==> src/rtl/fib_bcd_converter_if.sv <==
// Handshake bundle for fib_bcd_converter: binary request side and BCD result side.
// out_ndigits exists only when FIB_BCD_DIGIT_COUNT_EN is defined.
interface fib_bcd_converter_if #(
  parameter int IN_W   = 20,
  parameter int DIGITS = 7
);
  localparam int ND_W = $clog2(DIGITS + 1);

  logic                  in_valid;
  logic [IN_W-1:0]       in_data;
  logic                  in_ready;
  logic                  out_valid;
  logic                  out_ready;
  logic [4*DIGITS-1:0]   out_bcd;
`ifdef FIB_BCD_DIGIT_COUNT_EN
  logic [ND_W-1:0]       out_ndigits;
`endif

  modport master (
    output in_valid,
    output in_data,
    input  in_ready,
    input  out_valid,
    output out_ready,
`ifdef FIB_BCD_DIGIT_COUNT_EN
    input  out_ndigits,
`endif
    input  out_bcd
  );

  modport slave (
    input  in_valid,
    input  in_data,
    output in_ready,
    output out_valid,
    input  out_ready,
`ifdef FIB_BCD_DIGIT_COUNT_EN
    output out_ndigits,
`endif
    output out_bcd
  );
endinterface

==> src/rtl/fib_bcd_converter.sv <==
// Double-dabble binary-to-BCD converter with valid/ready handshakes on both sides.
// Defining FIB_BCD_DIGIT_COUNT_EN adds out_ndigits (count of significant decimal digits).
module fib_bcd_converter #(
  parameter int IN_W   = 20,
  parameter int DIGITS = 7
) (
  input  logic               clock,
  input  logic               reset,
  fib_bcd_converter_if.slave bus,
  output logic               busy_o
);
  localparam int CNT_W = $clog2(IN_W + 1);
  localparam int BCD_W = 4 * DIGITS;
`ifdef FIB_BCD_DIGIT_COUNT_EN
  localparam int ND_W  = $clog2(DIGITS + 1);
`endif

  // state | meaning
  // IDLE  | waiting for a request, in_ready high
  // SHIFT | IN_W add-3/shift steps, no early exit
  // DONE  | result presented until out_ready
  typedef enum logic [1:0] {IDLE, SHIFT, DONE} state_t;

  state_t           state_q;
  logic [BCD_W-1:0] acc_q;
  logic [BCD_W-1:0] acc_adj;
  logic [BCD_W-1:0] acc_d;
  logic [IN_W-1:0]  bin_q;
  logic [IN_W-1:0]  bin_d;
  logic [CNT_W-1:0] cnt_q;
  logic [BCD_W-1:0] out_bcd_q;
  logic             out_valid_q;

  always_comb begin
    acc_adj = acc_q;
    for (int k = 0; k < DIGITS; k++) begin
      if (acc_q[4*k +: 4] >= 4'd5) begin
        acc_adj[4*k +: 4] = acc_q[4*k +: 4] + 4'd3;
      end
    end
    acc_d = {acc_adj[BCD_W-2:0], bin_q[IN_W-1]};
    bin_d = {bin_q[IN_W-2:0], 1'b0};
  end

`ifdef FIB_BCD_DIGIT_COUNT_EN
  logic [ND_W-1:0] nd_d;
  logic [ND_W-1:0] nd_q;

  // Highest non-zero digit wins; a zero result still reports one digit.
  always_comb begin
    nd_d = ND_W'(1);
    for (int k = 1; k < DIGITS; k++) begin
      if (acc_d[4*k +: 4] != 4'd0) begin
        nd_d = ND_W'(k + 1);
      end
    end
  end

  assign bus.out_ndigits = nd_q;
`endif

  always_ff @(posedge clock or posedge reset) begin
    if (reset) begin
      state_q     <= IDLE;
      acc_q       <= '0;
      bin_q       <= '0;
      cnt_q       <= '0;
      out_bcd_q   <= '0;
      out_valid_q <= 1'b0;
`ifdef FIB_BCD_DIGIT_COUNT_EN
      nd_q        <= '0;
`endif
    end else begin
      case (state_q)
        IDLE: begin
          if (bus.in_valid) begin
            bin_q   <= bus.in_data;
            acc_q   <= '0;
            cnt_q   <= CNT_W'(IN_W);
            state_q <= SHIFT;
          end
        end
        SHIFT: begin
          acc_q <= acc_d;
          bin_q <= bin_d;
          cnt_q <= cnt_q - CNT_W'(1);
          if (cnt_q == CNT_W'(1)) begin
            out_bcd_q   <= acc_d;
            out_valid_q <= 1'b1;
`ifdef FIB_BCD_DIGIT_COUNT_EN
            nd_q        <= nd_d;
`endif
            state_q     <= DONE;
          end
        end
        DONE: begin
          if (bus.out_ready) begin
            out_valid_q <= 1'b0;
            state_q     <= IDLE;
          end
        end
        default: state_q <= IDLE;
      endcase
    end
  end

  // in_ready is gated by reset so it reads 0 while reset is asserted.
  assign bus.in_ready  = (state_q == IDLE) && !reset;
  assign bus.out_valid = out_valid_q;
  assign bus.out_bcd   = out_bcd_q;
  assign busy_o        = (state_q != IDLE);
endmodule

==> src/flat_wrapper.sv <==
// flat-port wrapper written by rule: the top's interface ports become plain ports
module fib_bcd_converter_flat 
#(
  parameter int IN_W   = 20,
  parameter int DIGITS = 7
)
  (clock, reset, busy_o, bus_in_valid, bus_in_data, bus_in_ready, bus_out_valid, bus_out_ready, bus_out_bcd);
  fib_bcd_converter_if #(.IN_W(IN_W), .DIGITS(DIGITS)) bus_i ();
  input  logic clock;
  input  logic reset;
  output logic busy_o;
  input wire logic [$bits(bus_i.in_valid)-1:0] bus_in_valid;
  input wire logic [$bits(bus_i.in_data)-1:0] bus_in_data;
  output wire logic [$bits(bus_i.in_ready)-1:0] bus_in_ready;
  output wire logic [$bits(bus_i.out_valid)-1:0] bus_out_valid;
  input wire logic [$bits(bus_i.out_ready)-1:0] bus_out_ready;
  output wire logic [$bits(bus_i.out_bcd)-1:0] bus_out_bcd;
  assign bus_i.in_valid = bus_in_valid;
  assign bus_i.in_data = bus_in_data;
  assign bus_in_ready = bus_i.in_ready;
  assign bus_out_valid = bus_i.out_valid;
  assign bus_i.out_ready = bus_out_ready;
  assign bus_out_bcd = bus_i.out_bcd;
  fib_bcd_converter #(.IN_W(IN_W), .DIGITS(DIGITS)) u_core (.clock(clock), .reset(reset), .bus(bus_i), .busy_o(busy_o));
endmodule
==> config.mk <==
export PLATFORM = sky130hd
export DESIGN_NAME = fib_bcd_converter_flat
export DESIGN_NICKNAME = d
export VERILOG_FILES = /design/src/rtl/fib_bcd_converter_if.sv /design/src/rtl/fib_bcd_converter.sv /design/src/flat_wrapper.sv
export SDC_FILE = /design/constraint.sdc
export NUM_CORES = 1
export LEC_CHECK = 0
export CORE_MARGIN = 2
export CORE_UTILIZATION = 45
export DETAILED_ROUTE_END_ITERATION = 12
export PLACE_DENSITY = 0.68
export SKIP_LAST_GASP = 1
export SLEW_MARGIN = 10
export SYNTH_ARGS = -nofsm -noshare
export SYNTH_HDL_FRONTEND = slang
export SYNTH_SLANG_ARGS = --single-unit
==> constraint.sdc <==
create_clock -name clock -period 3.5 [get_ports clock]
set_input_delay 0.525 -clock clock [delete_from_list [all_inputs] [get_ports clock]]
set_output_delay 0.525 -clock clock [all_outputs]
set_load 0.01 [all_outputs]
Word level (Yosys, flattened, before mapping)
Cells that the tools add are included.
{ "word_totals": {"ff_bits": 84, "inputBits": 24, "out_inout_bits": 31, "wordCells": 57} }
{ "classes": {"add_sub_neg": 8, "n_lt_le_gt_ge": 7, "n_eq_ne": 6, "muxes": 20, "reduce_logical": 10} }
{ "ops": {"columns": ["cell", "n"], "rows": [
  ["28-bit one-hot mux with 2 select lines", 1],
  ["20-bit one-hot mux with 2 select lines", 1],
  ["4-bit by 3-bit greater-or-equal comparator with 1-bit output (second input constant)", 7],
  ["28-bit 2-to-1 mux", 1],
  ["4-bit by 2-bit adder with 4-bit output (second input constant)", 6],
  ["4-bit 2-to-1 mux", 6],
  ["20-bit 2-to-1 mux", 1],
  ["5-bit one-hot mux with 2 select lines", 1],
  ["2-bit 2-to-1 mux", 3],
  ["2-bit one-hot mux with 3 select lines", 1],
  ["3-bit AND reduction", 2],
  ["2-bit nonzero test", 3],
  ["5-bit by 1-bit == test with 1-bit output (second input constant)", 1],
  ["5-bit 2-to-1 mux", 1],
  ["5-bit by 1-bit subtractor with 5-bit output (second input constant)", 1],
  ["2-bit inequality test (second input constant)", 2],
  ["2-bit AND reduction", 2],
  ["3-bit by 2-bit adder with 3-bit output (second input constant)", 1],
  ["3-bit 2-to-1 mux", 1],
  ["2-bit by 1-bit == test with 1-bit output (second input constant)", 1],
  ["2-bit == test (second input constant)", 1],
  ["2-bit logical NOT", 1],
  ["1-bit 2-to-1 mux", 2],
  ["2-bit by 1-bit inequality test with 1-bit output (second input constant)", 1],
  ["3 further kinds", 3]
]} }

Depth between registers and ports, before layout
Gate-level depths: netlist of run 1.
{ "depth": {"depth_word": 3, "ltp_mapped": 7, "depth_no_buf": 6} }

Worst setup path after synthesis of run 1
No wires, ideal clock.
{ "synth_path": {"path_kind": "register to output", "start": "register u_core.state_q[1]", "end": "output bus_in_ready", "t_arrival_ns": 0.993, "required_time_ns": 2.975, "path_slack_ns": 1.982, "path_stages_with_launch": 5, "path_buffers": 1, "cell_sequence": "dfrtp_1 -> clkbuf_1 -> nor2_1 -> inv_1 -> nor2_1"} }
{ "synth_via": {"elab_chain_cells": 2} }
{ "synth_lines": {"columns": ["element", "line", "text"], "rows": [
  ["from (decl)", "fib_bcd_converter.sv:24", "state_t state_q;"],
  ["from (signal assigned)", "fib_bcd_converter.sv:64", "state_q <= IDLE;"],
  ["from (signal assigned)", "fib_bcd_converter.sv:80", "state_q <= SHIFT;"],
  ["from (signal assigned)", "fib_bcd_converter.sv:93", "state_q <= DONE;"],
  ["2-bit logical NOT", "fib_bcd_converter.sv:108", "assign bus.in_ready = (state_q == IDLE) && !reset;"],
  ["1-bit logical AND", "fib_bcd_converter.sv:108", null],
  ["to (decl)", "flat_wrapper.sv:14", "output wire logic [$bits(bus_i.in_ready)-1:0] bus_in_ready;"]
]} }
No other way between the ends.

Final worst setup path of run 1
{ "layout_path": {"start": "register u_core.state_q[0]", "end": "output bus_in_ready"} }
Same word-level chain as after synthesis.

==> results of run 1 <==
registers in the layout (all words and copies together) (netlist names):
signal,count
u_core.bin_q,20
u_core.cnt_q,5
u_core.bus.out_valid,1
u_core.acc_q,28
u_core.state_q,2
u_core.bus.out_bcd,28
power breakdown:
part           total, mW  internal, mW  switching [mW]  leakage, nW
clock network      0.713         0.386           0.327        0.103
registers           1.72          1.37           0.349         1.08
logic               1.83         0.900           0.928        0.938
worst min path at each step:
stage,endpoint,cells after the start
2_1_floorplan,u_core.acc_q[25],2
3_3_place_gp,u_core.bus.out_bcd[24],2
3_5_place_dp,u_core.bin_q[3],2
4_1_cts,u_core.bin_q[3],2
5_1_grt,u_core.bus.out_bcd[3],2
6_report,u_core.bus.out_bcd[3],2
worst reg2reg max path: stages, from the launching register on:
cell	delay, ns
dfrtp_1	0.88
nor2b_1	0.22
buf_4	0.24
nand2_2	0.54
mux2_4	0.51
routing by layer:
| metal | wire length [um] | vias to the layer above | share of wire |
|---|---|---|---|
| met5 | 0 | - | 0 |
| met1 | 3750 | 1443 | 0.47 |
| li1 | - | 1470 | - |
| met2 | 3710 | 72 | 0.47 |
| met4 | 107 | 0 | 0.014 |
| met3 | 353 | 10 | 0.045 |
layout by cell type, fill, tap and decap left out, types with 9 or more instances in the layout:
master,Yosys,routed
clkbuf_8,0,12
a21oi_1,20,20
o21ai_0,71,71
a22oi_1,19,19
dfrtp_1,84,84
nand2b_1,9,9
xnor2_1,9,9
clkdlybuf4s50_1,0,54
inv_1,20,19
ha_1,16,16
nor3b_1,13,13
nand2_1,65,65
layout make-up:
cell class / count / area, um^2 / area share
sequential: 84 / 2100 / 0.438
tap: 108 / 135 / 0.0282
multi-input combinational: 271 / 1700 / 0.354
clock buffer: 14 / 173 / 0.0360
timing repair buffer: 60 / 586 / 0.122
clock inverter: 1 / 30.0 / 0.00626
inverter: 20 / 76.3 / 0.0159
cells by family (layout without fill, tap and decap cells):
| kind of cell | count (synthesis) | after routing | synth area share |
|---|---|---|---|
| AO/OA/AOI/OAI | 120 | 120 | 0.174 |
| AND/OR/NAND/NOR | 111 | 111 | 0.134 |
| flip-flops | 84 | 84 | 0.530 |
| buffers and inverters | 41 | 95 | 0.0438 |
| adder cells (fa/ha/maj) | 16 | 16 | 0.0505 |
| multiplexers | 15 | 15 | 0.0480 |
| XOR/XNOR | 9 | 9 | 0.0199 |
==> impl_metrics.env, run 1 <==
export IMPL_worst_path_max_fanout=25
export IMPL_final_cells=558
export IMPL_wl_um=7920
export IMPL_syn_to_final_growth_pct=21.0
export IMPL_yosys_register_bits=84
export IMPL_fin_area_um2=4800
export IMPL_start_util=0.459
export IMPL_fillers=764
export IMPL_synth_top_area_cell="dfrtp_1"
export IMPL_finalCriticalPeriod_ns=2.59
export IMPL_placed_cells=543
export IMPL_irDropWorstVdd_uv=454
export IMPL_setup_viol=0
export IMPL_grt_max_degree=51
export IMPL_vias=2995
export IMPL_crit_slowest_cell="dfrtp_1"
export IMPL_place_ws_ns=0.995
export IMPL_rsz0062_at_grt="no"
export IMPL_place_gp_congestion=0.801
export IMPL_synthArstFlopShare=1.00
export IMPL_cts_tree="done"
export IMPL_path_depth=4
export IMPL_finalSetupTns_ns=0
export IMPL_antenna_cells=0
export IMPL_synth_common_cells="84 x dfrtp_1, 71 x o21ai_0, 65 x nand2_1, 20 x a21oi_1, 20 x inv_1"
export IMPL_outcome="finished, final reports clean"
export IMPL_grt_use_met3=0.0322
export IMPL_crit_type="reg2out"
export IMPL_hold_ws_ns=0.480
export IMPL_synth_edf_count=0
export IMPL_root_buffer="clkbuf_8"
export IMPL_required_ns=2.97
export IMPL_fmax_ghz=0.385
export IMPL_fin_util=0.556
export IMPL_ys_seq_area_frac=0.530
export IMPL_io_buffers=54
export IMPL_htree_levels=3
export IMPL_drc_errors=0
export IMPL_r2r_cells=4
export IMPL_max_cap_violations=0
export IMPL_timing_critical_path_buf_inv=2
export IMPL_synthTopCellsByArea="dfrtp_1 53%, o21ai_0 9.0%, nand2_1 6.2%"
export IMPL_clk_latency_ns=0.35
export IMPL_cts_path_max_buffers=2
export IMPL_endpoint="bus_in_ready"
export IMPL_grtUsageMet1=0.246
export IMPL_hold_viol=0
export IMPL_row_count=34
export IMPL_use_met2=0.272
export IMPL_clk_pin_slew_ns=0.08
export IMPL_io_pins=55
export IMPL_drtPass1Iterations=4
export IMPL_power_mw=4.26
export IMPL_dieHeight_um=97.9
export IMPL_synth_area_um2=3970
export IMPL_end_kind="output pin"
export IMPL_grt_pass1_vias=2882
export IMPL_numCtsBuffers=9
export IMPL_crit_family="flip-flops"
export IMPL_yosysWarnings=0
export IMPL_skew_ns=0.0100
export IMPL_layout_setup_ws_ns=0.906
export IMPL_crit_chain="nor2_1, inv_1, nor2_1, clkdlybuf4s50_1"
export IMPL_die_w_um=97.9
export IMPL_cp_data_arrival_time_ns=2.07
export IMPL_reg2reg_slack_ns=1.00
export IMPL_reg2reg_from="u_core.state_q[0]"
export IMPL_drtIter0Drc=144
export IMPL_period_share=0.741
export IMPL_placed_cell_area_um2=4600
export IMPL_cp_common_cell="nor2_1"
export IMPL_cts_sinks=84
export IMPL_synth_avg_cell_area_um2=10.0
export IMPL_ys_flop_type="dfrtp_1"
export IMPL_overflow=0
export IMPL_critPathLaunch="u_core.state_q[0]"
export IMPL_synthMostInstantiatedCell="dfrtp_1"
export IMPL_grt_antenna_before_repair=0
export IMPL_synth_nets=436
export IMPL_ant_nets=0
export IMPL_synthCells=396
export IMPL_dp_hpwl_um=5300
export IMPL_core_area_um2=8640
export IMPL_yosysTopAreaCellShare=0.530
export IMPL_worst_pin_slew_ns=0.921
export IMPL_grt_pass1_wl_um=13700
export IMPL_drv_slew=0
export IMPL_nets=486
export IMPL_p_leak_nw=2.12
export IMPL_drt_wirelength_per_cell_um=14.2
export IMPL_hold_start="u_core.bus.out_bcd[3]"
export IMPL_cp_start_kind="register"
export IMPL_post_drt_via_cell_ratio=5.37
export IMPL_p_per_area_nw_per_um2=888
export IMPL_cts_resized=0
export IMPL_post_cts_setup_buffers=0
export IMPL_slowest_delay_ns=0.68
export IMPL_layout_drive_gt1_share=0.0689
export IMPL_grt_busiest_layer="met2"
export IMPL_hold_path_class="reg2reg"
export IMPL_track_usage=0.174
export IMPL_reg2reg_to="u_core.bus.out_bcd[6]"
export IMPL_hold_buffers=0
export IMPL_slew_headroom=0.384
export IMPL_die_area_um2=9580
export IMPL_synth_cell_types=27
Note: power is estimated with default switching activity, not from simulation.
==> inputs of run 2 (changes only) <==
==> constraint.sdc (replaced) <==
create_clock -name clock -period 2.5 [get_ports clock]
set_input_delay 0.375 -clock clock [delete_from_list [all_inputs] [get_ports clock]]
set_output_delay 0.375 -clock clock [all_outputs]
set_load 0.01 [all_outputs]
==> run 2 against run 1 <==
Sequential cell count unchanged. Clock power rose by 31%. Setup slack lost 0.50 ns. Clock skew fell by 0.0033 ns.
==> impl_metrics.env, run 2 (same netlist as run 1, synthesis figures left out) <==
export IMPL_final_common_cell="dfrtp_1"
export IMPL_drt_wirelength_per_cell_um=14.1
export IMPL_power_mw=5.94
export IMPL_ant_nets=0
export IMPL_setup_viol=0
export IMPL_cp_start_kind="register"
export IMPL_rsz0062_at_grt="no"
export IMPL_cts_resized=0
export IMPL_cp_data_arrival_time_ns=1.72
export IMPL_numCtsBuffers=9
export IMPL_max_cap_violations=0
export IMPL_cts_path_max_buffers=2
export IMPL_root_buffer="clkbuf_8"
export IMPL_layout_setup_ws_ns=0.405
export IMPL_grtUsageMet1=0.231
export IMPL_p_leak_nw=2.15
export IMPL_worst_pin_slew_ns=0.637
export IMPL_htree_levels=3
export IMPL_antenna_cells=0
export IMPL_grt_max_degree=39
export IMPL_post_cts_setup_buffers=0
export IMPL_nets=492
export IMPL_drv_slew=0
export IMPL_p_per_area_nw_per_um2=1220
export IMPL_hold_ws_ns=0.467
export IMPL_dieHeight_um=97.9
export IMPL_cts_sinks=84
export IMPL_crit_type="reg2out"
export IMPL_outcome="finished, final reports clean"
export IMPL_overflow=0
export IMPL_use_met2=0.286
export IMPL_period_share=0.838
export IMPL_worst_path_max_fanout=7
export IMPL_slew_headroom=0.574
export IMPL_slowest_delay_ns=0.54
export IMPL_crit_chain="nor2_1, inv_1, nor2_1, clkdlybuf4s50_1"
export IMPL_placed_cell_area_um2=4680
export IMPL_io_pins=55
export IMPL_clk_latency_ns=0.34
export IMPL_place_ws_ns=0.557
export IMPL_die_area_um2=9580
export IMPL_finalCriticalPeriod_ns=2.09
export IMPL_vias=2974
export IMPL_seq_area_um2=2100
export IMPL_fin_area_um2=4870
export IMPL_track_usage=0.175
export IMPL_row_count=34
export IMPL_grt_antenna_before_repair=0
export IMPL_final_cell_mix="84 x dfrtp_1, 71 x o21ai_0, 65 x nand2_1"
export IMPL_drc_errors=0
export IMPL_grt_use_met3=0.0422
export IMPL_crit_slowest_cell="clkdlybuf4s50_1"
export IMPL_hold_buffers=0
export IMPL_end_kind="output pin"
export IMPL_multi_input_area_um2=1700
export IMPL_layout_drive_gt1_share=0.0789
export IMPL_cp_common_cell="nor2_1"
export IMPL_drtIter0Drc=127
export IMPL_irDropWorstVdd_uv=545
export IMPL_finalSetupTns_ns=0
export IMPL_syn_to_final_growth_pct=22.7
export IMPL_dp_hpwl_um=5360
export IMPL_fillers=787
export IMPL_die_w_um=97.9
export IMPL_hold_path_class="in2async"
export IMPL_clk_pin_slew_ns=0.08
export IMPL_grt_pass1_wl_um=13600
export IMPL_fmax_ghz=0.477
export IMPL_grt_busiest_layer="met2"
export IMPL_wl_um=7930
export IMPL_cts_tree="done"
export IMPL_core_area_um2=8640
export IMPL_required_ns=2.12
export IMPL_drtPass1Iterations=4
export IMPL_place_gp_congestion=0.792
export IMPL_post_drt_via_cell_ratio=5.27
export IMPL_skew_ns=0.00672
export IMPL_io_buffers=54
export IMPL_hold_viol=0
export IMPL_start_util=0.459
export IMPL_grt_pass1_vias=2940
==> run 2: changes by cell type in the layout (fill, tap and decap cells not counted) <==
cell	before	now
buf_12	0	3
buf_4	6	9
clkbuf_8	12	10
clkbuf_1	2	3
clkinvlp_4	0	1
==> run 2: final cells by class <==
cell class | count | share of cell area
flip-flops and latches | 84 | 0.432
inverters | 20 | 0.0162
multi-input cells | 271 | 0.349
clock buffers | 13 | 0.0306
well taps | 108 | 0.0278
clock inverters | 2 | 0.00720
repair buffers | 66 | 0.137
==> run 2: worst max-delay path, delay by kind of cell, from the launching register on <==
kind	cells	cell delay (ns)
AND/OR/NAND/NOR	2	0.30
flip-flops	1	0.46
buffers and inverters	2	0.62
==> run 2: path summary, 6_finish.rpt <==
| path | startpoint | endpoint | slack [ns] | cells past startpoint |
|---|---|---|---|---|
| max | u_core.state_q[1] | bus_in_ready | 0.41 | 4 |
| min | reset | u_core.bin_q[13] | 0.47 | 2 |
| max reg2reg | u_core.cnt_q[1] | u_core.bus.out_bcd[12] | 0.59 | 7 |
| min reg2reg | u_core.bus.out_bcd[13] | u_core.bus.out_bcd[13] | 0.48 | 2 |
| max in group asynchronous | reset | u_core.state_q[0] | 1.45 | 3 |
| min in group clock | u_core.bus.out_bcd[13] | u_core.bus.out_bcd[13] | 0.48 | 2 |
==> run 2: report_power, final <==
group | switching [mW] | internal (mW)
Combinational | 1.36 | 1.29
Clock | 0.453 | 0.484
Sequential | 0.426 | 1.92
Total | 2.24 | 3.70
==> run 2: metrics by stage <==
step                      instances   util
after floorplan                 396      -
after global placement          549  0.542
after detailed placement        549  0.542
after CTS                       564  0.563
after global routing            564  0.563
final                           564  0.563
==> run 2: metal layers <==
metal | up-vias | part of all wire
li1 | 1481 | -
met1 | 1428 | 0.47
met2 | 58 | 0.47
met3 | 7 | 0.039
met4 | 0 | 0.011
met5 | - | 0
==> inputs of run 3 (changes only) <==
--- a/config.mk
+++ b/config.mk
@@ -8,7 +8,7 @@
 export CORE_MARGIN = 2
 export CORE_UTILIZATION = 45
 export DETAILED_ROUTE_END_ITERATION = 12
-export PLACE_DENSITY = 0.68
+export PLACE_DENSITY = 0.7
 export SKIP_LAST_GASP = 1
 export SLEW_MARGIN = 10
 export SYNTH_ARGS = -nofsm -noshare
==> constraint.sdc (replaced) <==
create_clock -name clock -period 1.7 [get_ports clock]
set_input_delay 0.255 -clock clock [delete_from_list [all_inputs] [get_ports clock]]
set_output_delay 0.255 -clock clock [all_outputs]
set_load 0.01 [all_outputs]
==> run 3 against run 2 <==
Clock skew is 0.00056 ns lower. Global-route usage rose by 0.30 points. Via count increased by 2.2%. Setup slack got worse by 0.31 ns. Sequential cell count is the same. Routed wire length increased by 3.5%. Final area increased by 3.3%. Die area is the same. Non-clock buffer count is 11 higher. Clock-buffer cell count did not move. Register-to-register slack worse by 0.49 ns. Critical endpoint unchanged. Largest cell class unchanged.
==> impl_metrics.env, run 3 (same netlist as run 1, synthesis figures left out) <==
export IMPL_outcome="finished, final reports clean"
export IMPL_crit_type="reg2out"
export IMPL_swShare=0.385
export IMPL_clk_latency_ns=0.35
export IMPL_fmax_ghz=0.625
export IMPL_grt_busiest_layer="met2"
export IMPL_cts_sinks=84
export IMPL_slew_headroom=0.787
export IMPL_hold_path_class="in2async"
export IMPL_wl_um=8210
export IMPL_final_cell_mix="84 x dfrtp_1, 70 x o21ai_0, 65 x nand2_1"
export IMPL_placed_cells=554
export IMPL_seq_power_share=0.392
export IMPL_htree_levels=3
export IMPL_place_gp_congestion=0.777
export IMPL_max_cap_violations=0
export IMPL_cp_data_arrival_time_ns=1.35
export IMPL_track_usage=0.178
export IMPL_io_buffers=54
export IMPL_rsz0062_at_grt="yes"
export IMPL_dieHeight_um=97.9
export IMPL_crit_chain="nor2_2, inv_1, nor2_1, dlygate4sd2_1"
export IMPL_drv_slew=0
export IMPL_drc_errors=0
export IMPL_fillers=760
export IMPL_end_kind="output pin"
export IMPL_dp_hpwl_um=5370
export IMPL_period_share=0.942
export IMPL_numCtsBuffers=9
export IMPL_grt_antenna_before_repair=0
export IMPL_grt_use_met3=0.0437
export IMPL_final_common_cell="dfrtp_1"
export IMPL_cts_path_max_buffers=2
export IMPL_grt_pass1_vias=3059
export IMPL_die_area_um2=9580
export IMPL_worst_pin_slew_ns=0.317
export IMPL_root_buffer="clkbuf_8"
export IMPL_drtPass1Iterations=5
export IMPL_antenna_cells=0
export IMPL_io_pins=55
export IMPL_core_area_um2=8640
export IMPL_finalCriticalPeriod_ns=1.60
export IMPL_final_cells=576
export IMPL_timing_critical_path_buf_inv=2
export IMPL_start_util=0.459
export IMPL_grt_pass1_wl_um=13900
export IMPL_slowest_delay_ns=0.41
export IMPL_post_drt_via_cell_ratio=5.27
export IMPL_p_per_area_nw_per_um2=1770
export IMPL_multi_input_area_um2=1740
export IMPL_setup_viol=0
export IMPL_grt_max_degree=50
export IMPL_ant_nets=0
export IMPL_skew_ns=0.00616
export IMPL_clk_pin_slew_ns=0.08
export IMPL_p_comb_frac=0.460
export IMPL_required_ns=1.44
export IMPL_cp_start_kind="register"
export IMPL_die_w_um=97.9
export IMPL_seq_area_um2=2100
export IMPL_crit_family="flip-flops"
export IMPL_hold_ws_ns=0.246
export IMPL_vias=3038
export IMPL_layout_drive_gt1_share=0.122
export IMPL_nets=503
export IMPL_hold_buffers=0
export IMPL_clockPowerShare=0.148
export IMPL_drtIter0Drc=163
export IMPL_hold_viol=0
export IMPL_row_count=34
export IMPL_worst_path_max_fanout=3
export IMPL_irDropWorstVdd_uv=692
export IMPL_grtUsageMet1=0.235
export IMPL_drt_wirelength_per_cell_um=14.3
export IMPL_p_sw_mw=3.43
export IMPL_crit_slowest_cell="dfrtp_1"
export IMPL_overflow=0
export IMPL_p_leak_nw=2.23
export IMPL_intPower_mw=5.47
export IMPL_cts_tree="done"
export IMPL_use_met2=0.283
export IMPL_syn_to_final_growth_pct=26.8
-- run 3: power by group through the flow --
stage | Clock (mW) | Sequential [mW] | Combinational [mW]
floorplan | 0 | 3.46 | 2.59
global placement | 0 | 3.45 | 3.91
detailed placement | 0 | 3.49 | 4.04
CTS | 1.35 | 3.46 | 4.04
global route | 1.44 | 3.62 | 4.62
finish | 1.32 | 3.49 | 4.10
-- run 3: layer usage --
| layer | up-vias | wire [um] |
|---|---|---|
| met1 | 1449 | 3780 |
| li1 | 1508 | - |
| met5 | - | 0 |
| met2 | 69 | 3930 |
| met3 | 12 | 367 |
| met4 | 0 | 136 |
-- run 3: repair_timing --
item / in CTS / in global routing
pin swaps: 0 / 1
endpoints found under the setup margin: 2 / 21
resized for setup: 3 / 9
setup buffers: 1 / 3
gates cloned: 0 / 2
-- run 3: through the flow --
step / util / power (mW) / setup WS [ns] / TNS [ns] / area [um^2]
floorplan: - / 6.05 / 0.208 / 0 / 3970
global placement: 0.548 / 7.36 / 0.117 / 0 / 4730
detailed placement: 0.548 / 7.52 / 0.0657 / 0 / 4730
CTS: 0.570 / 8.84 / 0.0403 / 0 / 4920
global route: 0.582 / 9.68 / -0.0202 / -0.0775 / 5030
finish: 0.582 / 8.90 / 0.0993 / 0 / 5030
-- run 3: worst paths after layout --
kind,from,to,slack [ns],cells past startpoint
worst max-delay path,u_core.state_q[0],bus_in_ready,0.1,4
worst min-delay path,reset,u_core.bin_q[16],0.25,3
worst max register to register,u_core.cnt_q[1],u_core.bus.out_bcd[11],0.1,7
worst min register to register,u_core.bus.out_bcd[8],u_core.bus.out_bcd[8],0.48,2
max in group asynchronous,reset,u_core.acc_q[27],0.98,4
min in group clock,u_core.bus.out_bcd[8],u_core.bus.out_bcd[8],0.48,2
-- run 3: area by class of cell --
| class | instances | area share |
|---|---|---|
| clock inverter | 3 | 0.00423 |
| timing repair buffer | 77 | 0.158 |
| tap | 108 | 0.0269 |
| clock buffer | 13 | 0.0316 |
| inverter | 20 | 0.0157 |
| multi-input combinational | 271 | 0.345 |
| sequential | 84 | 0.418 |
-- run 3: worst min-delay path, cell delays in order --
cell and delay, ns:
clkdlybuf4s50_1 0.42, buf_4 0.15, clkinvlp_4 0.13
